===== src/rtl/vid_pkg.sv =====
// Shared timing defaults and types for the monochrome frame-buffer scan-out path.
// Default geometry is 1024x768 with a 24576-word (32-bit) frame buffer.
package vid_pkg;

   localparam int H_ACTIVE_DEF = 1024;
   localparam int H_FP_DEF     = 24;
   localparam int H_SYNC_DEF   = 136;
   localparam int H_BP_DEF     = 160;
   localparam int V_ACTIVE_DEF = 768;
   localparam int V_FP_DEF     = 3;
   localparam int V_SYNC_DEF   = 6;
   localparam int V_BP_DEF     = 29;
   localparam bit SYNC_POL_DEF = 1'b0;

   localparam int H_TOTAL        = H_ACTIVE_DEF + H_FP_DEF + H_SYNC_DEF + H_BP_DEF;
   localparam int V_TOTAL        = V_ACTIVE_DEF + V_FP_DEF + V_SYNC_DEF + V_BP_DEF;
   localparam int WORDS_PER_LINE = H_ACTIVE_DEF / 32;

   localparam int ADR_W  = 15;
   localparam int DATA_W = 32;

   // Per-pixel control flags carried down the alignment pipeline alongside the data.
   typedef struct packed {
      logic de;
      logic hs;
      logic vs;
      logic irq;
   } vid_flags_t;

   function automatic int span_total(input int active, input int fp, input int sync, input int bp);
      return active + fp + sync + bp;
   endfunction

endpackage


===== src/rtl/vid_timing.sv =====
// Horizontal/vertical raster counters and the stage-0 region flags derived from them.
// Sync flags here are "asserted" indications; the output polarity is applied downstream.
module vid_timing
   import vid_pkg::*;
#(
   parameter int H_ACTIVE = H_ACTIVE_DEF,
   parameter int H_FP     = H_FP_DEF,
   parameter int H_SYNC   = H_SYNC_DEF,
   parameter int H_BP     = H_BP_DEF,
   parameter int V_ACTIVE = V_ACTIVE_DEF,
   parameter int V_FP     = V_FP_DEF,
   parameter int V_SYNC   = V_SYNC_DEF,
   parameter int V_BP     = V_BP_DEF,
   parameter int HCW      = $clog2(span_total(H_ACTIVE, H_FP, H_SYNC, H_BP)),
   parameter int VCW      = $clog2(span_total(V_ACTIVE, V_FP, V_SYNC, V_BP))
) (
   input  logic           clk,
   input  logic           rst,
   output logic [HCW-1:0] hcnt,
   output logic [VCW-1:0] vcnt,
   output logic           visible,
   output logic           hsync_act,
   output logic           vsync_act,
   output logic           frame_start,
   output logic           vblank_start,
   output logic           line_end
);

   localparam int LINE_LEN  = span_total(H_ACTIVE, H_FP, H_SYNC, H_BP);
   localparam int FRAME_LEN = span_total(V_ACTIVE, V_FP, V_SYNC, V_BP);

   // One extra bit so a sync window ending exactly at the total still compares correctly.
   localparam logic [HCW:0] HS_START = (HCW+1)'(H_ACTIVE + H_FP);
   localparam logic [HCW:0] HS_END   = (HCW+1)'(H_ACTIVE + H_FP + H_SYNC);
   localparam logic [VCW:0] VS_START = (VCW+1)'(V_ACTIVE + V_FP);
   localparam logic [VCW:0] VS_END   = (VCW+1)'(V_ACTIVE + V_FP + V_SYNC);

   logic v_last;

   assign line_end = (hcnt == HCW'(LINE_LEN - 1));
   assign v_last   = (vcnt == VCW'(FRAME_LEN - 1));

   // NOTE: sequential state uses non-blocking assignments so every register samples pre-edge values.
   always_ff @(posedge clk) begin
      if (!rst) begin
         hcnt <= '0;
         vcnt <= '0;
      end else if (line_end) begin
         hcnt <= '0;
         vcnt <= v_last ? '0 : vcnt + VCW'(1);
      end else begin
         hcnt <= hcnt + HCW'(1);
      end
   end

   assign visible      = (hcnt < HCW'(H_ACTIVE)) && (vcnt < VCW'(V_ACTIVE));
   assign hsync_act    = ({1'b0, hcnt} >= HS_START) && ({1'b0, hcnt} < HS_END);
   assign vsync_act    = ({1'b0, vcnt} >= VS_START) && ({1'b0, vcnt} < VS_END);
   assign frame_start  = (hcnt == '0) && (vcnt == '0);
   assign vblank_start = (hcnt == '0) && (vcnt == VCW'(V_ACTIVE));

endmodule


===== src/rtl/vid_scan_ctrl.sv =====
// Scan-out controller: fetches frame-buffer words, serialises them LSB-first into pixels,
// and delays sync/de/irq by three clocks so every output lines up with pix.
module vid_scan_ctrl
   import vid_pkg::*;
#(
   parameter int H_ACTIVE = H_ACTIVE_DEF,
   parameter int H_FP     = H_FP_DEF,
   parameter int H_SYNC   = H_SYNC_DEF,
   parameter int H_BP     = H_BP_DEF,
   parameter int V_ACTIVE = V_ACTIVE_DEF,
   parameter int V_FP     = V_FP_DEF,
   parameter int V_SYNC   = V_SYNC_DEF,
   parameter int V_BP     = V_BP_DEF,
   parameter bit SYNC_POL = SYNC_POL_DEF
) (
   input  logic              clk,
   input  logic              rst,
   input  logic              en,
   input  logic [ADR_W-1:0]  fb_base,
   output logic [ADR_W-1:0]  adr,
   input  logic [DATA_W-1:0] rdata,
   output logic              hsync,
   output logic              vsync,
   output logic              de,
   output logic              pix,
   output logic              vblank_irq
);

   localparam int HCW        = $clog2(span_total(H_ACTIVE, H_FP, H_SYNC, H_BP));
   localparam int VCW        = $clog2(span_total(V_ACTIVE, V_FP, V_SYNC, V_BP));
   localparam int LINE_WORDS = H_ACTIVE / 32;

   logic [HCW-1:0]    hcnt;
   logic [VCW-1:0]    vcnt;
   logic              visible, hsync_act, vsync_act, frame_start, vblank_start, line_end;
   logic              en_q, en_eff, fetch;
   logic [ADR_W-1:0]  line_base, line_base_eff, word_idx;
   logic [1:0]        fetch_p;
   logic [DATA_W-1:0] shift;
   vid_flags_t        stage0;
   vid_flags_t [2:0]  pipe;

   vid_timing #(
      .H_ACTIVE(H_ACTIVE), .H_FP(H_FP), .H_SYNC(H_SYNC), .H_BP(H_BP),
      .V_ACTIVE(V_ACTIVE), .V_FP(V_FP), .V_SYNC(V_SYNC), .V_BP(V_BP),
      .HCW(HCW), .VCW(VCW)
   ) u_timing (
      .clk         (clk),
      .rst         (rst),
      .hcnt        (hcnt),
      .vcnt        (vcnt),
      .visible     (visible),
      .hsync_act   (hsync_act),
      .vsync_act   (vsync_act),
      .frame_start (frame_start),
      .vblank_start(vblank_start),
      .line_end    (line_end)
   );

   // The frame-start cycle itself fetches word 0, so it must see en/fb_base before they are latched.
   assign en_eff        = frame_start ? en : en_q;
   assign line_base_eff = frame_start ? fb_base : line_base;
   assign word_idx      = ADR_W'(hcnt >> 5);
   assign fetch         = visible && en_eff && (hcnt[4:0] == 5'd0);

   assign stage0 = '{de: visible && en_eff, hs: hsync_act, vs: vsync_act, irq: vblank_start};

   always_ff @(posedge clk) begin
      if (!rst) begin
         en_q      <= 1'b0;
         line_base <= '0;
         adr       <= '0;
         fetch_p   <= '0;
         shift     <= '0;
         pipe      <= '0;
      end else begin
         if (frame_start) begin
            en_q      <= en;
            line_base <= fb_base;
         end else if (line_end && (vcnt < VCW'(V_ACTIVE - 1))) begin
            line_base <= line_base + ADR_W'(LINE_WORDS);
         end
         if (fetch)
            adr <= line_base_eff + word_idx;
         // Read data returns two clocks after the fetch decision; load then, otherwise shift out.
         fetch_p <= {fetch_p[0], fetch};
         shift   <= fetch_p[1] ? rdata : {1'b0, shift[DATA_W-1:1]};
         pipe    <= {pipe[1:0], stage0};
      end
   end

   assign de         = pipe[2].de;
   assign pix        = pipe[2].de & shift[0];
   assign hsync      = SYNC_POL ? pipe[2].hs : ~pipe[2].hs;
   assign vsync      = SYNC_POL ? pipe[2].vs : ~pipe[2].vs;
   assign vblank_irq = pipe[2].irq;

endmodule

===== config.mk =====
export PLATFORM = sky130hd
export DESIGN_NAME = vid_scan_ctrl
export DESIGN_NICKNAME = d
export VERILOG_FILES = /design/src/rtl/vid_pkg.sv /design/src/rtl/vid_timing.sv /design/src/rtl/vid_scan_ctrl.sv
export SDC_FILE = /design/constraint.sdc
export NUM_CORES = 1
export LEC_CHECK = 0
export ABC_AREA = 1
export ABC_CLOCK_PERIOD_IN_PS = 3970
export CELL_PAD_IN_SITES_DETAIL_PLACEMENT = 0
export CELL_PAD_IN_SITES_GLOBAL_PLACEMENT = 1
export CORE_ASPECT_RATIO = 0.7
export CORE_UTILIZATION = 39
export DETAILED_ROUTE_END_ITERATION = 16
export PLACE_DENSITY_LB_ADDON = 0.12
export SYNTH_ARGS = -nofsm -noshare
export SYNTH_HDL_FRONTEND = slang
export SYNTH_HIERARCHICAL = 1
export SYNTH_SLANG_ARGS = --single-unit

===== constraint.sdc =====
create_clock -name clk -period 3.97 [get_ports clk]
set_input_delay 0.794 -clock clk [delete_from_list [all_inputs] [get_ports clk]]
set_output_delay 0.794 -clock clk [all_outputs]
set_load 0.02 [all_outputs]

=== Yosys cells after proc, flatten, opt, wreduce, memory -nomap -nowiden ===
Cells that the tools add are included.

* Bitwise gates (word level): 4
* Equality and inequality tests: 3
* Magnitude comparators: 7
* Add/sub/neg operators: 4
* Reductions and logical operators: 14
* Muxes and demuxes: 6

{| class="wikitable"
|+ Operators with widths
! operator !! count
|-
| $mux W15 || 3
|-
| $mux W31 || 1
|-
| $lt A10 B10 Y1 const B || 3
|-
| $lt A11 B11 Y1 const B || 2
|-
| $eq A10 B10 Y1 const B || 2
|-
| $add A15 B6 Y15 || 1
|-
| $add A15 B6 Y15 const B || 1
|-
| $add A11 B1 Y11 const B || 1
|-
| $eq A11 B11 Y1 const B || 1
|-
| $ge A11 B11 Y1 const B || 1
|-
| $logic_not A11 Y1 || 1
|-
| $add A10 B1 Y10 const B || 1
|-
| $ge A10 B10 Y1 const B || 1
|-
| $logic_not A10 Y1 || 1
|-
| $mux W10 || 1
|-
| $logic_and A1 B1 Y1 || 8
|-
| $logic_not A5 Y1 || 1
|-
| $not A1 Y1 || 3
|-
| $reduce_and A2 Y1 || 1
|-
| $reduce_bool A2 Y1 || 1
|-
| $reduce_or A2 Y1 || 1
|-
| $and A1 B1 Y1 || 1
|-
| $mux W1 || 1
|}

* Bits in registers: 98
* Bits of input ports: 50
* Output and inout port bits: 20

=== Logic depth before layout (Yosys ltp) ===
Gate-level depths: netlist of the first run.

* Depth after elaboration: 5
* Gate-level depth with buffers: 23
* Gate-level depth less buffers: 21

=== Hierarchy ===
The synthesis of the first run kept the hierarchy.

{| class="wikitable"
|+ By module, submodules not included
! module !! sequential area each (um2) !! times used !! cells each !! area an instance (um2)
|-
| vid_scan_ctrl || 1541.5 || 1 || 530 || 3606.0
|-
| vid_timing || 420.4 || 1 || 182 || 1311.3
|}

=== Least setup slack after synthesis of the first run ===
Ideal clock, no wire load.

* Kind: register -> register
* From: reg u_timing.vcnt[0]
* To: reg adr[12]
* Slack: 0.954 ns
* Buffers on the path: 2
* Stages on the path, launching flop included: 22
* Data arrival time: 2.907 ns
* Period minus slack after synthesis: 3.016 ns
* Cells stage by stage: dfxtp_1 inv_1 ha_1 nand3_1 nor3_1 nand3_1 nor2_1 buf_6 buf_2 nand2_1 nand2_1 ha_1 inv_1 fa_1 inv_1 nand2_1 nand3_1 nand2_2 o21ai_1 nand3_1 nand2_1 inv_1

* Word-level cells in the longest chain between the ends: 5
* Elaborated cells on any way between the ends: 9
* Those cells by class: 1 x add/sub; 1 x order compare; 2 x mux; 5 x reduce/logical

{| class="wikitable"
|+ Ends and longest elaborated chain
! element !! RTL line !! source
|-
| start: declaration || vid_timing.sv:20 || <nowiki>output logic [VCW-1:0] vcnt,</nowiki>
|-
| start signal: assignment || vid_timing.sv:50 || <nowiki>vcnt <= v_last ? '0 : vcnt + VCW'(1);</nowiki>
|-
| $logic_not A10 Y1 * || vid_timing.sv:59 || <nowiki>assign frame_start = (hcnt == '0) && (vcnt == '0);</nowiki>
|-
| $logic_and A1 B1 Y1 * || vid_timing.sv:59 ||
|-
| named net frame_start || vid_scan_ctrl.sv:35 || <nowiki>logic visible, hsync_act, vsync_act, frame_start, vblank_start, line_end;</nowiki>
|-
| branches (longest 3 deep; another with $add A15 B6 Y15) || n/a ||
|-
| end signal: assignment || vid_scan_ctrl.sv:84 || <nowiki>adr <= line_base_eff + word_idx;</nowiki>
|-
| end: declaration || vid_scan_ctrl.sv:20 || <nowiki>output logic [ADR_W-1:0] adr,</nowiki>
|}

Mark *: on every way through the listed nets, which the timed path passes.
A chain may end at the register's enable or synchronous reset.

=== Final worst setup path of the first run ===
Ends and elaborated chain as after synthesis.

==> results of run 1 <==
==> flip-flops by register name (all words and copies together), names as in the netlist <==
register and cells:
u_timing/vcnt 10, line_base 15, fetch_p 2, vblank_irq 1, en_q 1, shift 32, pipe 10, de 1
u_timing/hcnt 11, adr 15
==> critical path, cell delays in order, from the launching register on <==
cell	delay (ps)
dfxtp_1	360
inv_1	160
ha_1	170
nand3_1	80
nor3_1	230
nand3_1	100
nor2_1	170
buf_4	310
nand2_1	110
nand2_1	80
ha_1	160
inv_1	60
fa_1	400
inv_1	110
nand2_1	70
nand3_1	180
nand2_2	100
o21ai_1	130
nand3_1	80
nand2_1	80
inv_1	30
==> placed cells by master, fill, tap and decap left out, types with 2 or more instances in the layout <==
cell type	instances
a21oi_1	23
buf_4	3
clkbuf_16	9
clkdlybuf4s50_1	68
clkinvlp_4	3
dfxtp_1	98
ha_1	13
inv_1	78
inv_2	3
inv_6	2
nand2_1	145
nand2_2	13
nand2_4	5
nand3_1	42
nand3_2	3
nand4_1	10
nor2_1	159
nor2_2	4
nor2_4	5
nor3_1	9
nor3b_1	2
o211ai_1	2
o21ai_0	41
o21ai_1	9
xnor2_1	4
xor2_1	7
==> power by group through the flow <==
| stage | sequential (mW) | combinational [mW] | clock [mW] |
|---|---|---|---|
| after floorplan | 1.13 | 0.269 | 0 |
| after global placement | 1.11 | 0.442 | 0 |
| after detailed placement | 1.11 | 0.447 | 0 |
| after CTS | 1.09 | 0.450 | 0.865 |
| after global routing | 1.10 | 0.503 | 0.905 |
| final | 1.09 | 0.448 | 0.836 |
==> cells by family (layout without fill, tap and decap cells) <==
kind of cell	after synthesis	in the layout	synth area share (%)
simple gates	404	404	36.6
buf+inv	103	169	8.80
xor+xnor	11	11	1.96
fa+ha+maj	14	14	3.72
compound gates	82	82	9.03
flops	98	98	39.9
==> final cells by class <==
class | instances | share of cell area [%]
Inverter | 81 | 5.09
Timing Repair Buffer | 72 | 11.8
Clock buffer | 9 | 3.77
Clock inverter | 7 | 1.00
Tap cell | 157 | 3.29
Multi-Input combinational cell | 511 | 42.2
Sequential cell | 98 | 32.8
==> per-stage QoR <==
step	std cells	util [%]	cell area (um2)	setup WS (ps)	hold WS (ps)
2_1_floorplan	712	-	4920	954	390
6_report	935	49.9	5980	695	411
5_1_grt	935	49.9	5980	337	422
4_1_cts	935	49.9	5980	720	408
3_5_place_dp	919	47.5	5690	746	400
3_3_place_gp	919	47.5	5690	876	393
==> how the worst min path moves through the flow <==
stage,from,endpoint,slack [ps],depth (start not counted)
finish,pipe[2],pipe[6],410,2
global route,pipe[2],pipe[6],420,2
CTS,pipe[2],pipe[6],410,2
detailed placement,pipe[2],pipe[6],400,2
global placement,pipe[1],pipe[5],390,2
floorplan,pipe[7],de,390,2
==> routing by layer <==
| layer | share of wire (%) | routed length, um | GRT usage [%] |
|---|---|---|---|
| met1 | 55 | 6500 | 28.3 |
| met2 | 39 | 4610 | 27.8 |
| met3 | 4.9 | 583 | 3.95 |
| met4 | 1.0 | 124 | 5.09 |
| met5 | 0 | 0 | 0 |
==> metrics.md, run 1 <==
| Metric | Value |
|---|---|
| Result of the run | `finished clean` |
| Cell area after synthesis | `0.00492 mm2` |
| Sequential area share after synthesis | `39.9%` |
| Wire length reported by the detailed router | `11.8 mm` |
| Mapped Nets | `776` |
| Number of vias after detailed routing | `4432` |
| Worst path arrival time | `3520 ps` |
| Later-pin clock latency in the skew report | `350 ps` |
| Clk_skew | `12.5 ps` |
| Sequential share of power | `46.0%` |
| Type of the worst setup path | `flop to flop` |
| Switching Fraction | `29.7%` |
| Root buf cell | `clkbuf_16` |
| Worst Setup SP | `u_timing/vcnt[0]` |
| R2R depth | `20` |
| Layout overhead on the synthesized area | `21.6%` |
| CTS H-tree depth | `3` |
| Register-to-register path setup slack | `700 ps` |
| Clock Tree Buf Depth | `2` |
| Combinational Power Share | `18.9%` |
| Number of remaining DRC errors | `0` |
| Endpoint type of the worst setup path | `flop` |
| Fill count | `1189` |
| Overall power | `2.38 mW` |
| Fraction of final layout cells sized beyond drive strength 1 | `7.84%` |
| Area used by multi-input combinational logic | `0.00252 mm2` |
| Post-synthesis async set-or-reset flop share | `0%` |
| Final slew viol count | `0` |
| Die ar. | `0.0131 mm2` |
| Pin slew with the least headroom to its limit | `943 ps` |
| Layout net count | `837` |
| Setup TNS | `0 ps` |
| Number of buffers added by the clock tree synthesis step | `9` |
| Number of I/O pins | `70` |
| Power Internal | `1.67 mW` |
| Critical path fanouts, max | `23` |
| Ranking of synthesized cells by instance count | `159 x nor2_1, 145 x nand2_1, 98 x dfxtp_1` |
| Number of rows in the core area | `33` |
| Leak | `2.76 nW` |
| Number of cells upsized or downsized after cts | `0` |
| Final HPWL from detailed placement | `8.64 mm` |
| Cell types occupying the most area after synthesis | `dfxtp_1 40%, nor2_1 12%, nand2_1 11%` |
| Highest clock rate | `0.305 GHz` |
| End of the critical path | `adr[12]` |
| Die outline height | `95.9 um` |
| Routed length per placed instance | `12.6 um` |
| Buffer count from post-CTS setup fixing | `0` |
| Synthesized area per cell | `6.91 um2` |
| Final Hold Viols | `0` |
| Synthesis-stage register bit count | `98` |
| Largest area contributor in the netlist | `dfxtp_1` |
| First-pass GRT wire length | `19.4 mm` |
| Distinct cell type count after synthesis | `42` |
| CORE AREA | `0.0120 mm2` |
| Routed Antenna Nets | `0` |
| Most used standard cell by instance count after synthesis | `nor2_1` |
| Area share of the largest cell type after synthesis | `39.9%` |
| Congestion Overflow GR | `0` |
| Number of instances in the synthesized netlist | `712` |
| Final count of negative-setup-slack endpoints | `0` |
| Clock power share | `35.2%` |
| CTS tree | `yes` |
| Worst relative slew slack | `37.0%` |
| Primary FF master, synth | `dfxtp_1` |
| Antenna violations before repair | `0` |
| Startpoint kind of the worst setup timing path | `flop` |
| RSZ-0062 raised after global routing | `false` |
| Global Route Usage Sum | `19.1%` |
| Via count of the first global-routing pass | `3982` |
| Initial detailed-routing violation count | `198` |
| Share of the clock period used by the worst path after layout | `82.5%` |
| NetSw | `705 uW` |
| Pin count of the biggest net entering global routing | `45` |
| Pwr dens | `397 mW/mm2` |
| Area of all sequential standard cells | `0.00196 mm2` |
| # Max-Cap Violations | `0` |
| Number of antenna diodes | `0` |
| Critical register-to-register path endpoint | `adr[12]` |
| Post-layout minimum cycle time | `3270 ps` |
| Total of warnings raised by yosys | `6` |
| Initial core utilization | `41.1%` |
| Router iterations before antenna repair | `5` |
| GPL Wtd Cong | `0.848` |
| Hold bufs inserted after CTS | `0` |
| Detailed-route vias per instance | `4.74` |
| Clock sinks | `98` |
| Clock-pin slew of the registers on the worst-case setup and hold paths | `70 ps` |
| Min-delay worst type | `flop to flop` |
| Data required, critical path | `4210 ps` |
| Count of input and output buffers | `69` |
| Worst supply voltage drop on vdd | `0.211 mV` |
| Origin of the critical flop-to-flop path | `u_timing/vcnt[0]` |
| Die Wd | `136 um` |
| Number of synthesized flops with an enable pin | `0` |
Power figures use the tool's default switching activity.
==> run 2: changes to the inputs <==
ABC_CLOCK_PERIOD_IN_PS = 3430   (was 3970)
clock period = 3.43 ns   (was 3.97 ns; I/O delays follow)
==> metrics.md, run 2 (synthesis results as in run 1) <==
| Metric | Value |
|---|---|
| Result of the run | `finished clean` |
| Cell chain of the critical path | `inv_1 > ha_1 > nand3_1 > nor3_2 > nand3_1 > nor2_4 > inv_2 > or2_2 > o21ai_0 > fa_1 > inv_1 > nand2_1 > nand3_1 > nand2_2 > xor2_1 > nand2_1 > nand2_1 > inv_1` |
| Number of rows in the core area | `33 (unchanged)` |
| Final count of negative-setup-slack endpoints | `0 (unchanged)` |
| # Max-Cap Violations | `0 (unchanged)` |
| Min-delay worst type | `flop to flop` |
| Root buf cell | `clkbuf_16` |
| Critical path fanouts, max | `7 (-70%)` |
| Cell family contributing the most delay on the critical path | `simple AND/OR/NAND/NOR gates` |
| Antenna violations before repair | `0 (unchanged)` |
| Bufs and invs on worst path | `4 (-1)` |
| Endpoint type of the worst setup path | `flop` |
| Global Route Usage Sum | `19.8% (+0.62 points)` |
| Clock Tree Buf Depth | `2 (unchanged)` |
| CORE AREA | `0.0120 mm2 (unchanged)` |
| Final Hold Viols | `0 (unchanged)` |
| Largest registers in the final layout | `shift (32), adr (15), line_base (15)` |
| Final cell count without fillers | `943 (+0.86%)` |
| Clock sinks | `98 (unchanged)` |
| RSZ-0062 raised after global routing | `false` |
| Stage delay of the slowest cell on the critical path | `360 ps (-40 ps)` |
| Later-pin clock latency in the skew report | `340 ps (about the same)` |
| Die ar. | `0.0131 mm2 (unchanged)` |
| Biggest register | `shift` |
| Final HPWL from detailed placement | `9.12 mm (+5.6%)` |
| Top library cells by usage in the layout, fill and taps aside | `158 x nor2_1, 145 x nand2_1, 98 x dfxtp_1` |
| First-pass GRT wire length | `19.7 mm (+1.9%)` |
| Via count of the first global-routing pass | `3991 (+0.23%)` |
| Fill count | `1196 (+0.59%)` |
| Startpoint kind of the worst setup timing path | `flop` |
| Number of antenna diodes | `0 (unchanged)` |
| Number of vias after detailed routing | `4540 (+2.4%)` |
| Flip-flop count of the largest register after layout | `32 (unchanged)` |
| Initial core utilization | `41.1% (unchanged)` |
| Clock-pin slew of the registers on the worst-case setup and hold paths | `70 ps (about the same)` |
| Pin slew with the least headroom to its limit | `931 ps (-11.9 ps)` |
| Router iterations before antenna repair | `5 (unchanged)` |
| Number of remaining DRC errors | `0 (unchanged)` |
| Layout net count | `845 (+0.96%)` |
| Count of input and output buffers | `69 (unchanged)` |
| Buffer count from post-CTS setup fixing | `0 (unchanged)` |
| CTS H-tree depth | `3 (unchanged)` |
| Wire length reported by the detailed router | `12.3 mm (+3.7%)` |
| Post-layout minimum cycle time | `3030 ps (-248 ps)` |
| Data required, critical path | `3680 ps (-530 ps)` |
| Final slew viol count | `0 (unchanged)` |
| Type of the worst setup path | `flop to flop` |
| Area of all sequential standard cells | `0.00196 mm2 (unchanged)` |
| Hold bufs inserted after CTS | `0 (unchanged)` |
| Master of the slowest instance on the critical path | `dfxtp_1` |
| Highest clock rate | `0.330 GHz (+8.2%)` |
| Final Hold Slack | `411 ps (+0.124 ps)` |
| CTS tree | `yes` |
| Die Wd | `136 um (unchanged)` |
| Clk_skew | `3.52 ps (-9.00 ps)` |
| Initial detailed-routing violation count | `295 (+49%)` |
| Share of the clock period used by the worst path after layout | `88.2% (+5.7 points)` |
| Die outline height | `95.9 um (unchanged)` |
| Worst relative slew slack | `37.9% (+0.81 points)` |
| Layout overhead on the synthesized area | `23.7%` |
| Number of buffers added by the clock tree synthesis step | `9 (unchanged)` |
| Pwr dens | `468 mW/mm2 (+18%)` |
| Area used by multi-input combinational logic | `0.00253 mm2 (+0.50%)` |
| Pin count of the biggest net entering global routing | `37 (-18%)` |
| Setup TNS | `0 ps (unchanged)` |
| Congestion Overflow GR | `0 (unchanged)` |
| Worst supply voltage drop on vdd | `0.256 mV (+21%)` |
| Worst path arrival time | `3270 ps (-250 ps)` |
| GPL Wtd Cong | `0.823 (-2.9%)` |
| Most common library cell in the layout ignoring fill and taps | `nor2_1` |
| Detailed-route vias per instance | `4.81 (+1.6%)` |
| Number of cells upsized or downsized after cts | `0 (unchanged)` |
| Routed length per placed instance | `13.0 um (+2.8%)` |
| Number of I/O pins | `70 (unchanged)` |
| Routed Antenna Nets | `0 (unchanged)` |
| Leak | `2.83 nW (+2.5%)` |
| # placed instances | `927 (+0.87%)` |
| Fraction of final layout cells sized beyond drive strength 1 | `9.03% (+1.2 points)` |
==> run 2: cell types whose count changed in the layout (fill, tap and decap cells not counted), sizes merged <==
cell / delta
buf: +8
bufinv: +1
clkbuf: +1
clkinv: +2
clkinvlp: -2
inv: -2
==> run 2: layer usage <==
| metal | vias up | global-route usage (%) | wire, um |
|---|---|---|---|
| li1 | 2370 | - | - |
| met1 | 2051 | 29.3 | 6590 |
| met2 | 110 | 28.4 | 4910 |
| met3 | 9 | 4.21 | 640 |
| met4 | 0 | 5.46 | 118 |
| met5 | - | 0 | 0 |
==> run 2: stage by stage <==
| stage | area, um2 | utilization [%] | power, mW | setup WS (ps) |
|---|---|---|---|---|
| 2_1_floorplan | 4920 | - | 1.62 | 414 |
| 3_3_place_gp | 5770 | 48.2 | 1.82 | 284 |
| 3_5_place_dp | 5770 | 48.2 | 1.83 | 146 |
| 4_1_cts | 6070 | 50.7 | 2.87 | 137 |
| 5_1_grt | 6080 | 50.8 | 2.99 | 28.4 |
| 6_report | 6080 | 50.8 | 2.84 | 404 |
==> run 2: final timing paths <==
path | cells after the start | endpoint | startpoint | slack, ps
setup reg to reg | 18 | adr[10] | u_timing/vcnt[0] | 400
hold reg to reg | 2 | pipe[4] | pipe[0] | 410
setup / recovery | 18 | adr[10] | u_timing/vcnt[0] | 400
hold / removal | 2 | pipe[4] | pipe[0] | 410
==> run 2: where the power goes <==
group	switching (mW)	internal, mW	total [mW]
clock network	0.454	0.587	1.04
registers	0.0458	1.22	1.26
logic	0.315	0.225	0.540
==> run 2: final cells by class <==
| type | count | share of cell area, % |
|---|---|---|
| clock buffers | 10 | 3.93 |
| clock inverters | 6 | 1.07 |
| inverters | 81 | 5.00 |
| multi-input cells | 511 | 41.7 |
| flip-flops and latches | 98 | 32.3 |
| well taps | 157 | 3.23 |
| repair buffers | 80 | 12.8 |
==> run 2: worst min-delay path, cell delays in order, from the launching register on <==
cell and delay (ps):
dfxtp_1 310, nand2_1 40, inv_1 40
